<file path="src/rtl/lc_pkg.sv">
// Shared widths and the load-queue entry type for the lc writeback slice.
package lc_pkg;

   localparam int unsigned REG_WIDTH      = 16;
   localparam int unsigned NUM_REGS_WIDTH = 3;

   typedef struct packed {
      logic                      valid;
      logic [NUM_REGS_WIDTH-1:0] rd;
      logic                      has_data;
      logic [REG_WIDTH-1:0]      data;
   } lq_entry_t;

endpackage

</file>
<file path="src/rtl/lc_writeback_if.sv">
// Bundle of ALU, load issue/response, hazard query and register-file write signals.
interface lc_writeback_if #(
   parameter int unsigned REG_WIDTH      = lc_pkg::REG_WIDTH,
   parameter int unsigned NUM_REGS_WIDTH = lc_pkg::NUM_REGS_WIDTH
);

   logic                      alu_valid;
   logic [NUM_REGS_WIDTH-1:0] alu_rd;
   logic [REG_WIDTH-1:0]      alu_data;
   logic                      ld_issue_valid;
   logic [NUM_REGS_WIDTH-1:0] ld_issue_rd;
   logic                      ld_issue_ready;
   logic                      ld_resp_valid;
   logic [REG_WIDTH-1:0]      ld_resp_data;
   logic [NUM_REGS_WIDTH-1:0] chk_rs;
   logic [NUM_REGS_WIDTH-1:0] chk_rt;
   logic [NUM_REGS_WIDTH-1:0] chk_rd;
   logic                      rs_busy;
   logic                      rt_busy;
   logic                      rd_busy;
   logic                      write_en;
   logic [NUM_REGS_WIDTH-1:0] rd;
   logic [REG_WIDTH-1:0]      reg_in;
   logic                      ld_err;

   modport master (
      output alu_valid, alu_rd, alu_data,
      output ld_issue_valid, ld_issue_rd,
      output ld_resp_valid, ld_resp_data,
      output chk_rs, chk_rt, chk_rd,
      input  ld_issue_ready, rs_busy, rt_busy, rd_busy,
      input  write_en, rd, reg_in, ld_err
   );

   modport slave (
      input  alu_valid, alu_rd, alu_data,
      input  ld_issue_valid, ld_issue_rd,
      input  ld_resp_valid, ld_resp_data,
      input  chk_rs, chk_rt, chk_rd,
      output ld_issue_ready, rs_busy, rt_busy, rd_busy,
      output write_en, rd, reg_in, ld_err
   );

endinterface

</file>
<file path="src/rtl/lc_ld_queue.sv">
// In-order outstanding-load queue: circular buffer with issue, response and
// head pointers, plus per-register match logic used as a hazard scoreboard.
module lc_ld_queue
   import lc_pkg::*;
#(
   parameter int unsigned LQ_DEPTH = 4
) (
   input  logic                      clk,
   input  logic                      rst,
   input  logic                      issue_valid,
   input  logic [NUM_REGS_WIDTH-1:0] issue_rd,
   output logic                      issue_ready,
   input  logic                      resp_store,
   input  logic                      resp_advance,
   input  logic [REG_WIDTH-1:0]      resp_data,
   input  logic                      pop,
   output lq_entry_t                 head,
   output logic                      resp_pending,
   output logic                      resp_at_head,
   input  logic [NUM_REGS_WIDTH-1:0] chk_rs,
   input  logic [NUM_REGS_WIDTH-1:0] chk_rt,
   input  logic [NUM_REGS_WIDTH-1:0] chk_rd,
   input  logic [NUM_REGS_WIDTH-1:0] chk_alu,
   output logic                      rs_match,
   output logic                      rt_match,
   output logic                      rd_match,
   output logic                      alu_match
);

   localparam int unsigned PW = $clog2(LQ_DEPTH);

   logic [PW-1:0] wr_ptr_q, wr_ptr_d;
   logic [PW-1:0] resp_ptr_q, resp_ptr_d;
   logic [PW-1:0] rd_ptr_q, rd_ptr_d;
   logic [PW:0]   count_q, count_d;
   lq_entry_t     entry_q [LQ_DEPTH];
   lq_entry_t     entry_d [LQ_DEPTH];
   logic          issue_fire;

   // Ready looks only at registered count, so a same-cycle retire never frees a slot.
   assign issue_ready  = (count_q != (PW+1)'(LQ_DEPTH));
   assign issue_fire   = issue_valid & issue_ready;
   assign head         = entry_q[rd_ptr_q];
   // Entries fill in order, so the resp_ptr entry lacks data iff any entry does.
   assign resp_pending = entry_q[resp_ptr_q].valid & ~entry_q[resp_ptr_q].has_data;
   assign resp_at_head = (resp_ptr_q == rd_ptr_q);

   // Next-state for entries, pointers and occupancy.
   always_comb begin
      entry_d = entry_q;
      if (issue_fire) begin
         entry_d[wr_ptr_q].valid    = 1'b1;
         entry_d[wr_ptr_q].rd       = issue_rd;
         entry_d[wr_ptr_q].has_data = 1'b0;
         entry_d[wr_ptr_q].data     = '0;
      end
      if (resp_store) begin
         entry_d[resp_ptr_q].has_data = 1'b1;
         entry_d[resp_ptr_q].data     = resp_data;
      end
      if (pop) begin
         entry_d[rd_ptr_q] = '0;
      end
      wr_ptr_d   = wr_ptr_q + PW'(issue_fire);
      resp_ptr_d = resp_ptr_q + PW'(resp_advance);
      rd_ptr_d   = rd_ptr_q + PW'(pop);
      count_d    = count_q;
      case ({issue_fire, pop})
         2'b10:   count_d = count_q + 1'b1;
         2'b01:   count_d = count_q - 1'b1;
         default: count_d = count_q;
      endcase
   end

   // Any valid entry targeting each queried register.
   always_comb begin
      rs_match  = 1'b0;
      rt_match  = 1'b0;
      rd_match  = 1'b0;
      alu_match = 1'b0;
      for (int unsigned i = 0; i < LQ_DEPTH; i++) begin
         if (entry_q[i].valid) begin
            if (entry_q[i].rd == chk_rs)  rs_match  = 1'b1;
            if (entry_q[i].rd == chk_rt)  rt_match  = 1'b1;
            if (entry_q[i].rd == chk_rd)  rd_match  = 1'b1;
            if (entry_q[i].rd == chk_alu) alu_match = 1'b1;
         end
      end
   end

   // Queue state registers with synchronous reset.
   always_ff @(posedge clk) begin
      if (rst) begin
         wr_ptr_q   <= '0;
         resp_ptr_q <= '0;
         rd_ptr_q   <= '0;
         count_q    <= '0;
         for (int unsigned i = 0; i < LQ_DEPTH; i++) begin
            entry_q[i] <= '0;
         end
      end else begin
         wr_ptr_q   <= wr_ptr_d;
         resp_ptr_q <= resp_ptr_d;
         rd_ptr_q   <= rd_ptr_d;
         count_q    <= count_d;
         entry_q    <= entry_d;
      end
   end

endmodule

</file>
<file path="src/rtl/lc_writeback.sv">
// Writeback stage: merges ALU results and in-order load returns into one
// registered register-file write, and reports hazards against pending loads.
// Optional feature macro: LC_WB_BYPASS_EN (response straight to output when
// it targets the queue head and no ALU write competes).
module lc_writeback #(
   parameter int unsigned REG_WIDTH      = lc_pkg::REG_WIDTH,
   parameter int unsigned NUM_REGS_WIDTH = lc_pkg::NUM_REGS_WIDTH,
   parameter int unsigned LQ_DEPTH       = 4
) (
   input  logic           clk,
   input  logic           rst,
   lc_writeback_if.slave  bus
);

`ifdef LC_WB_BYPASS_EN
   localparam bit BYPASS_EN = 1'b1;
`else
   localparam bit BYPASS_EN = 1'b0;
`endif

   lc_pkg::lq_entry_t         head;
   logic                      resp_pending, resp_at_head;
   logic                      rs_match, rt_match, rd_match, alu_match;
   logic                      resp_fire, bypass, retire, pop, resp_store;
   logic                      write_en_q, write_en_d;
   logic [NUM_REGS_WIDTH-1:0] rd_q, rd_d;
   logic [REG_WIDTH-1:0]      reg_in_q, reg_in_d;
   logic                      ld_err_q, ld_err_d;

   lc_ld_queue #(
      .LQ_DEPTH (LQ_DEPTH)
   ) u_ld_queue (
      .clk          (clk),
      .rst          (rst),
      .issue_valid  (bus.ld_issue_valid),
      .issue_rd     (bus.ld_issue_rd),
      .issue_ready  (bus.ld_issue_ready),
      .resp_store   (resp_store),
      .resp_advance (resp_fire),
      .resp_data    (bus.ld_resp_data),
      .pop          (pop),
      .head         (head),
      .resp_pending (resp_pending),
      .resp_at_head (resp_at_head),
      .chk_rs       (bus.chk_rs),
      .chk_rt       (bus.chk_rt),
      .chk_rd       (bus.chk_rd),
      .chk_alu      (bus.alu_rd),
      .rs_match     (rs_match),
      .rt_match     (rt_match),
      .rd_match     (rd_match),
      .alu_match    (alu_match)
   );

   // Retire priority: ALU, then bypassed response, then stored head data.
   always_comb begin
      resp_fire  = bus.ld_resp_valid & resp_pending;
      bypass     = BYPASS_EN & resp_fire & resp_at_head & ~bus.alu_valid;
      retire     = ~bus.alu_valid & head.valid & head.has_data;
      pop        = retire | bypass;
      resp_store = resp_fire & ~bypass;
      write_en_d = 1'b0;
      rd_d       = rd_q;
      reg_in_d   = reg_in_q;
      if (bus.alu_valid) begin
         write_en_d = 1'b1;
         rd_d       = bus.alu_rd;
         reg_in_d   = bus.alu_data;
      end else if (bypass) begin
         write_en_d = 1'b1;
         rd_d       = head.rd;
         reg_in_d   = bus.ld_resp_data;
      end else if (retire) begin
         write_en_d = 1'b1;
         rd_d       = head.rd;
         reg_in_d   = head.data;
      end
      ld_err_d = ld_err_q
               | (bus.ld_resp_valid & ~resp_pending)
               | (bus.alu_valid & alu_match);
   end

   // Output register and sticky error flag.
   always_ff @(posedge clk) begin
      if (rst) begin
         write_en_q <= 1'b0;
         rd_q       <= '0;
         reg_in_q   <= '0;
         ld_err_q   <= 1'b0;
      end else begin
         write_en_q <= write_en_d;
         rd_q       <= rd_d;
         reg_in_q   <= reg_in_d;
         ld_err_q   <= ld_err_d;
      end
   end

   assign bus.write_en = write_en_q;
   assign bus.rd       = rd_q;
   assign bus.reg_in   = reg_in_q;
   assign bus.ld_err   = ld_err_q;
   assign bus.rs_busy  = rs_match | (write_en_q & (rd_q == bus.chk_rs));
   assign bus.rt_busy  = rt_match | (write_en_q & (rd_q == bus.chk_rt));
   assign bus.rd_busy  = rd_match | (write_en_q & (rd_q == bus.chk_rd));

endmodule

</file>
<file path="src/flat_wrapper.sv">
// flat-port wrapper written by rule: the top's interface ports become plain ports
module lc_writeback_flat 
#(
   parameter int unsigned REG_WIDTH      = lc_pkg::REG_WIDTH,
   parameter int unsigned NUM_REGS_WIDTH = lc_pkg::NUM_REGS_WIDTH,
   parameter int unsigned LQ_DEPTH       = 4
)
  (clk, rst, bus_alu_valid, bus_alu_rd, bus_alu_data, bus_ld_issue_valid, bus_ld_issue_rd, bus_ld_resp_valid, bus_ld_resp_data, bus_chk_rs, bus_chk_rt, bus_chk_rd, bus_ld_issue_ready, bus_rs_busy, bus_rt_busy, bus_rd_busy, bus_write_en, bus_rd, bus_reg_in, bus_ld_err);
  lc_writeback_if #(.REG_WIDTH(REG_WIDTH), .NUM_REGS_WIDTH(NUM_REGS_WIDTH)) bus_i ();
  input  logic clk;
  input  logic rst;
  input wire logic [$bits(bus_i.alu_valid)-1:0] bus_alu_valid;
  input wire logic [$bits(bus_i.alu_rd)-1:0] bus_alu_rd;
  input wire logic [$bits(bus_i.alu_data)-1:0] bus_alu_data;
  input wire logic [$bits(bus_i.ld_issue_valid)-1:0] bus_ld_issue_valid;
  input wire logic [$bits(bus_i.ld_issue_rd)-1:0] bus_ld_issue_rd;
  input wire logic [$bits(bus_i.ld_resp_valid)-1:0] bus_ld_resp_valid;
  input wire logic [$bits(bus_i.ld_resp_data)-1:0] bus_ld_resp_data;
  input wire logic [$bits(bus_i.chk_rs)-1:0] bus_chk_rs;
  input wire logic [$bits(bus_i.chk_rt)-1:0] bus_chk_rt;
  input wire logic [$bits(bus_i.chk_rd)-1:0] bus_chk_rd;
  output wire logic [$bits(bus_i.ld_issue_ready)-1:0] bus_ld_issue_ready;
  output wire logic [$bits(bus_i.rs_busy)-1:0] bus_rs_busy;
  output wire logic [$bits(bus_i.rt_busy)-1:0] bus_rt_busy;
  output wire logic [$bits(bus_i.rd_busy)-1:0] bus_rd_busy;
  output wire logic [$bits(bus_i.write_en)-1:0] bus_write_en;
  output wire logic [$bits(bus_i.rd)-1:0] bus_rd;
  output wire logic [$bits(bus_i.reg_in)-1:0] bus_reg_in;
  output wire logic [$bits(bus_i.ld_err)-1:0] bus_ld_err;
  assign bus_i.alu_valid = bus_alu_valid;
  assign bus_i.alu_rd = bus_alu_rd;
  assign bus_i.alu_data = bus_alu_data;
  assign bus_i.ld_issue_valid = bus_ld_issue_valid;
  assign bus_i.ld_issue_rd = bus_ld_issue_rd;
  assign bus_i.ld_resp_valid = bus_ld_resp_valid;
  assign bus_i.ld_resp_data = bus_ld_resp_data;
  assign bus_i.chk_rs = bus_chk_rs;
  assign bus_i.chk_rt = bus_chk_rt;
  assign bus_i.chk_rd = bus_chk_rd;
  assign bus_ld_issue_ready = bus_i.ld_issue_ready;
  assign bus_rs_busy = bus_i.rs_busy;
  assign bus_rt_busy = bus_i.rt_busy;
  assign bus_rd_busy = bus_i.rd_busy;
  assign bus_write_en = bus_i.write_en;
  assign bus_rd = bus_i.rd;
  assign bus_reg_in = bus_i.reg_in;
  assign bus_ld_err = bus_i.ld_err;
  lc_writeback #(.REG_WIDTH(REG_WIDTH), .NUM_REGS_WIDTH(NUM_REGS_WIDTH), .LQ_DEPTH(LQ_DEPTH)) u_core (.clk(clk), .rst(rst), .bus(bus_i));
endmodule
</file>
<file path="config.mk">
export PLATFORM = sky130hd
export DESIGN_NAME = lc_writeback_flat
export DESIGN_NICKNAME = d
export VERILOG_FILES = /design/src/rtl/lc_pkg.sv /design/src/rtl/lc_writeback_if.sv /design/src/rtl/lc_ld_queue.sv /design/src/rtl/lc_writeback.sv /design/src/flat_wrapper.sv
export SDC_FILE = /design/constraint.sdc
export NUM_CORES = 1
export LEC_CHECK = 0
export ABC_AREA = 1
export BUFFER_PORTS_ARGS = -buffer_cell sky130_fd_sc_hd__buf_2
export CORE_MARGIN = 3
export CORE_UTILIZATION = 55
export DETAILED_ROUTE_END_ITERATION = 6
export HOLD_SLACK_MARGIN = 0.06
export PLACE_DENSITY = 0.76
export SLEW_MARGIN = 10
export SYNTH_ARGS = -nofsm -noshare
export SYNTH_HDL_FRONTEND = slang
export SYNTH_SLANG_ARGS = --single-unit
export TNS_END_PERCENT = 20
</file>
<file path="constraint.sdc">
create_clock -name clk -period 2.85 [get_ports clk]
set_input_delay 0.855 -clock clk [delete_from_list [all_inputs] [get_ports clk]]
set_output_delay 0.855 -clock clk [all_outputs]
set_load 0.02 [all_outputs]
</file>
==> results of run 1 <==
layout by cell type (no fill, tap or decap), types with 3 or more instances in the layout:
cell       count
clkinv_2       4
nand3_1       11
nand2_1      430
nor2_1       190
o22ai_1        6
o21ai_1        5
inv_1         68
clkbuf_8       4
xor2_1         8
ha_1           4
nand2_2        3
nand4_1       29
a21oi_1       49
nor2_2         3
dfxtp_1      114
xnor2_1       10
inv_2          5
o21ai_0       36
nor2_4         3
clkbuf_16     17
nor4_1         7
buf_2         76
buf_4         16
final timing paths:
kind	slack [ns]	depth (start not counted)	end
worst max-delay path	0.15	8	bus_rt_busy
worst min-delay path	0.46	2	u_core.bus.reg_in[5]
worst max register to register	0.57	13	u_core.u_ld_queue.count_q[2]
worst min register to register	0.46	2	u_core.bus.reg_in[5]
worst max-delay path: cells and delay by family, from the launching register on:
family                 cells  cell delay [ns]
DFF                        1             0.49
and+or+nand+nor            4             0.29
buffers and inverters      2             0.38
AOI/OAI and AO/OA          2             0.28
cell families (layout without fill, tap and decap cells):
| kind of cell | Yosys count | count (layout) | synth area share |
|---|---|---|---|
| adders and majority gates | 5 | 5 | 0.0108 |
| buffers and inverters | 125 | 199 | 0.0872 |
| AOI/OAI and AO/OA | 102 | 102 | 0.0828 |
| and+or+nand+nor | 692 | 692 | 0.443 |
| DFF | 114 | 114 | 0.352 |
| xor gates and xnor gates | 18 | 18 | 0.0243 |
state kept, by name, indices dropped and copies added, names as in the netlist:
signal / flops
u_core.u_ld_queue.count_q: 3
u_core.u_ld_queue.rd_ptr_q: 2
u_core.bus.reg_in: 16
u_core.bus.write_en: 1
u_core.u_ld_queue.resp_ptr_q: 2
u_core.bus.ld_err: 1
u_core.u_ld_queue.entry_q: 84
u_core.u_ld_queue.wr_ptr_q: 2
u_core.bus.rd: 3
stage by stage:
step                      hold WS [ns]  utilization
after floorplan                  0.442            -
after global placement           0.454        0.600
after detailed placement         0.455        0.600
after CTS                        0.463        0.652
after global routing             0.478        0.652
final                            0.463        0.652
cell type report:
cell class                      instances  area [um^2]
Timing Repair Buffer                   92          500
Clock inverter                          9          105
Clock buffer                           22          484
Sequential cell                       114         2280
Tap cell                              143          179
Inverter                               76          288
Fill cell                            1090         3990
Multi-Input combinational cell        817         3630
layer usage:
layer	vias to the layer above	track usage	wire length (um)
met3	40	0.0634	1640
met4	0	0.112	388
met5	-	0	0
li1	3419	-	-
met2	282	0.472	9030
met1	3014	0.410	8550
power by group through the flow:
| stage | Sequential [W] | Clock, W | Combinational [W] |
|---|---|---|---|
| 2_1_floorplan | 0.00175 | 0 | 0.000387 |
| 3_3_place_gp | 0.00177 | 0 | 0.000564 |
| 3_5_place_dp | 0.00177 | 0 | 0.000567 |
| 4_1_cts | 0.00173 | 0.00211 | 0.000571 |
| 5_1_grt | 0.00174 | 0.00218 | 0.000645 |
| 6_report | 0.00174 | 0.00209 | 0.000576 |
==> impl_metrics.json, run 1 <==
{
  "path_cells": "inv_1, o21ai_0, a21oi_1, nand4_1, nand2_1, nor2_1, nand2_1, buf_2",
  "synth_cells": 1056,
  "netSwitchingPower_w": 0.00118,
  "layout_min_cycle_time_ns": 2.70,
  "ys_seq_area_frac": 0.352,
  "async_flop_share": 0,
  "ys.flop_type": "dfxtp_1",
  "yosys-top-cells-count": "nand2_1, nor2_1, dfxtp_1",
  "syn_nets": 1113,
  "crit_top_cell": "nand2_1",
  "rsz0062_at_grt": "no",
  "avgRoutedWirePerCell_um": 15.4,
  "yosysWarningCount": 0,
  "synth_largest_area_cell": "dfxtp_1",
  "slew_headroom": 0.396,
  "critPathSlowestCell": "dfxtp_1",
  "first_global_vias": 5919,
  "seqPwrFrac": 0.395,
  "ant_nets": 0,
  "cp.arrival_ns": 1.85,
  "crit_type": "reg2out",
  "final_cells": 1273,
  "worst_slew_pin_slew_ns": 0.905,
  "final_area_mm2": 0.00747,
  "track_usage": 0.302,
  "drc": 0,
  "maxCapViolations": 0,
  "hp-start": "u_core.bus.reg_in[5]",
  "grt_max_degree": 33,
  "synth-edff-count": 0,
  "slowest_delay_ns": 0.49,
  "port_buffers": 76,
  "pre_cts_slack_ns": 0.138,
  "fin_tns_setup_ns": 0,
  "end_kind": "primary output",
  "synth_area_mm2": 0.00648,
  "clk_pin_slew_ns": 0.05,
  "num_rows": 39,
  "syn_area_per_cell_um2": 6.14,
  "syn2layout_area_growth_pct": 15.3,
  "hold_path_class": "reg2reg",
  "antenna_found_initial": 0,
  "ys_top_cells_by_area": "dfxtp_1, nand2_1, nor2_1",
  "synth_most_common_cell": "nand2_1",
  "peakVddDrop_mv": 0.403,
  "clockBufferDepth": 2,
  "dr.pass1.iters": 5,
  "ios": 77,
  "cts_root_buf": "clkbuf_16",
  "die_h_um": 115,
  "power_frac_clock": 0.474,
  "worstSetupStartpoint": "u_core.u_ld_queue.entry_q[18]",
  "ys_seq_elements": 114,
  "drt_iter0_markers": 713,
  "fin_nets": 1175,
  "p_sw_frac": 0.269,
  "clock_skew_ns": 0.0116,
  "cts_resized": 0,
  "overflow": 0,
  "r2r_start": "u_core.u_ld_queue.rd_ptr_q[0]",
  "antenna_cells": 0,
  "die_area_mm2": 0.0131,
  "fp.dieW_um": 115,
  "dp_hpwl_um": 13100,
  "cts_buffers": 17,
  "coreArea_mm2": 0.0115,
  "intPower_w": 0.00322,
  "hold_buffers": 0,
  "cts_sinks": 114,
  "finalPower_w": 0.00440,
  "critPathMaxFanout": 6,
  "placed_cells": 1242,
  "cts.htree.levels": 4,
  "synth.distinct_cells": 40,
  "post_dp_cell_area_mm2": 0.00688,
  "routed_wirelength_um": 19600,
  "fin_crit_sh": 0.948,
  "status": "completed",
  "post_cts_buffers": 0,
  "viasPerCell": 5.31,
  "power_density_mw_per_mm2": 589,
  "final_hold_viol_count": 0,
  "p_comb_frac": 0.131,
  "finalWorstSetupSlack_ns": 0.148,
  "finalMaxSlewViolations": 0,
  "gp_congestion": 0.958,
  "p_leak_nw": 3.74,
  "synth_top_cell_area_share": 0.352,
  "dr_total_vias": 6755,
  "required_ns": 2.00,
  "worstSetupStartpointType": "flop",
  "clock_latency_ns": 0.42,
  "grt_pass1_wl_um": 30900,
  "fmax_ghz": 0.370,
  "setup_viol": 0,
  "drive_gt1_frac": 0.134,
  "cts_tree": "built",
  "start_util": 0.565
}
Note: power is estimated with default switching activity, not from simulation.
==> run 2: changes to the inputs <==
--- a/config.mk
+++ b/config.mk
@@ -12,6 +12,8 @@
 export DETAILED_ROUTE_END_ITERATION = 6
 export HOLD_SLACK_MARGIN = 0.06
 export PLACE_DENSITY = 0.76
+export REMOVE_ABC_BUFFERS = 1
+export SKIP_LAST_GASP = 1
 export SLEW_MARGIN = 10
 export SYNTH_ARGS = -nofsm -noshare
 export SYNTH_HDL_FRONTEND = slang
==> impl_metrics.json, run 2 (synthesis results as in run 1) <==
{
  "status": "completed",
  "peakVddDrop_mv": 0.450,
  "cp.arrival_ns": 1.82,
  "r2r_start": "u_core.u_ld_queue.rd_ptr_q[0]",
  "fin_tns_setup_ns": 0,
  "fmax_ghz": 0.374,
  "seqCellArea_mm2": 0.00228,
  "most-common-layout-cells": "nand2_1, nor2_1, dfxtp_1",
  "cp_top_family": "simple AND/OR/NAND/NOR gates",
  "fin_nets": 1175,
  "routed_wirelength_um": 19000,
  "top_register": "u_core.u_ld_queue.entry_q",
  "hold_path_class": "reg2reg",
  "clk_pin_slew_ns": 0.05,
  "hp-start": "u_core.bus.reg_in[4]",
  "worst_slew_pin_slew_ns": 0.881,
  "finalPower_w": 0.00462,
  "crit_cells": 7,
  "worstSetupStartpointType": "input port",
  "ios": 77,
  "largest_register_ffs": 84,
  "fillers": 1077,
  "antenna_cells": 0,
  "overflow": 0,
  "port_buffers": 76,
  "crit_top_cell": "buf_2",
  "multi_input_comb_area_mm2": 0.00363,
  "fp.dieW_um": 115,
  "antenna_found_initial": 0,
  "die_area_mm2": 0.0131,
  "start_util": 0.565,
  "cts.htree.levels": 4,
  "p_leak_nw": 3.76,
  "grt_pass1_wl_um": 31300,
  "gp_congestion": 0.955,
  "rsz0062_at_grt": "no",
  "maxCapViolations": 0,
  "drc": 0,
  "dr_total_vias": 6810,
  "postLayoutCoreUtil": 0.658,
  "end_kind": "primary output",
  "coreArea_mm2": 0.0115,
  "cts_buffers": 17,
  "slew_headroom": 0.412,
  "dr.pass1.iters": 6,
  "ant_nets": 0,
  "min_path_cells": 2,
  "setup_viol": 0,
  "path_cells": "buf_2, inv_1, o21ai_0, nor4_1, nor2_1, nand2_1, buf_2",
  "final_common_cell": "nand2_1",
  "placed_cells": 1242,
  "crit_buf_inv": 3,
  "syn2layout_area_growth_pct": 16.3,
  "final_cells": 1274,
  "worstSetupStartpoint": "bus_chk_rs[1]",
  "drt_iter0_markers": 665,
  "layout_min_cycle_time_ns": 2.67,
  "num_rows": 39,
  "slowest_delay_ns": 0.27,
  "clock_skew_ns": 0.00790,
  "die_h_um": 115,
  "whs_ns": 0.458,
  "finalMaxSlewViolations": 0,
  "required_ns": 2.00,
  "first_global_vias": 6345,
  "fin_crit_sh": 0.938,
  "drive_gt1_frac": 0.131,
  "crit_type": "in2out",
  "final_hold_viol_count": 0,
  "cts_tree": "built",
  "critPathMaxFanout": 6,
  "avgRoutedWirePerCell_um": 14.9,
  "grt_max_degree": 32,
  "dp_hpwl_um": 12600,
  "critPathSlowestCell": "nor4_1",
  "clock_latency_ns": 0.42,
  "track_usage": 0.301,
  "viasPerCell": 5.35,
  "reg2regPathDepth": 11,
  "clockBufferDepth": 2,
  "cts_root_buf": "clkbuf_16",
  "cts_sinks": 114,
  "power_density_mw_per_mm2": 613
}
==> run 2: cell count changes in the layout (fill, tap and decap cells not counted), sizes merged <==
cell,previous run,this run
clkinvlp,1,2
clkinv,8,4
bufinv,2,5
clkbuf,22,23
==> run 2: where the power goes <==
group          leakage [nW]  internal [W]  switching (W)
clock network         0.302       0.00157       0.000735
logic                  2.53      0.000199       0.000380
registers             0.926       0.00166      0.0000753
total                  3.76       0.00343        0.00119
==> run 2: worst register-to-register path, stage by stage (launching register included) <==
cell and delay (ns):
dfxtp_1 0.50, inv_2 0.12, nand2_1 0.07, nand2_1 0.05, nand2_1 0.06, nand2_2 0.07, nand3_2 0.08, buf_4 0.19
nor2_1 0.07, nor2_2 0.67, nand2_1 0.14, nor2_1 0.15
==> run 2: final timing paths <==
path | end | slack [ns]
min | u_core.bus.reg_in[4] | 0.46
min reg2reg | u_core.bus.reg_in[4] | 0.46
max reg2reg | u_core.u_ld_queue.entry_q[6] | 0.61
max | bus_rs_busy | 0.18
==> run 2: final cells by class <==
class / count / area share
clock buffers: 23 / 0.0607
repair buffers: 92 / 0.0689
inverters: 76 / 0.0382
clock inverters: 9 / 0.0237
flip-flops and latches: 114 / 0.303
multi-input cells: 817 / 0.482
well taps: 143 / 0.0237
==> run 2: repair_timing <==
action | in CTS | in global routing
setup buffers | 0 | 0
gates resized for setup | 0 | 4
hold buffers | 0 | 0
endpoints found under the setup margin | 0 | 1
==> run 2: per-layer routing <==
layer,global-route usage,share of wire,vias up
met5,0,0,-
met4,0.122,0.025,0
met3,0.0682,0.088,46
met2,0.489,0.46,324
met1,0.385,0.43,3024
li1,-,-,3416
==> run 2: metrics by stage <==
step | setup WS [ns] | area (um^2)
4_1_cts | 0.152 | 7530
2_1_floorplan | 0.131 | 6200
5_1_grt | 0.0262 | 7540
3_3_place_gp | 0.182 | 6900
3_5_place_dp | 0.154 | 6900
6_report | 0.177 | 7540
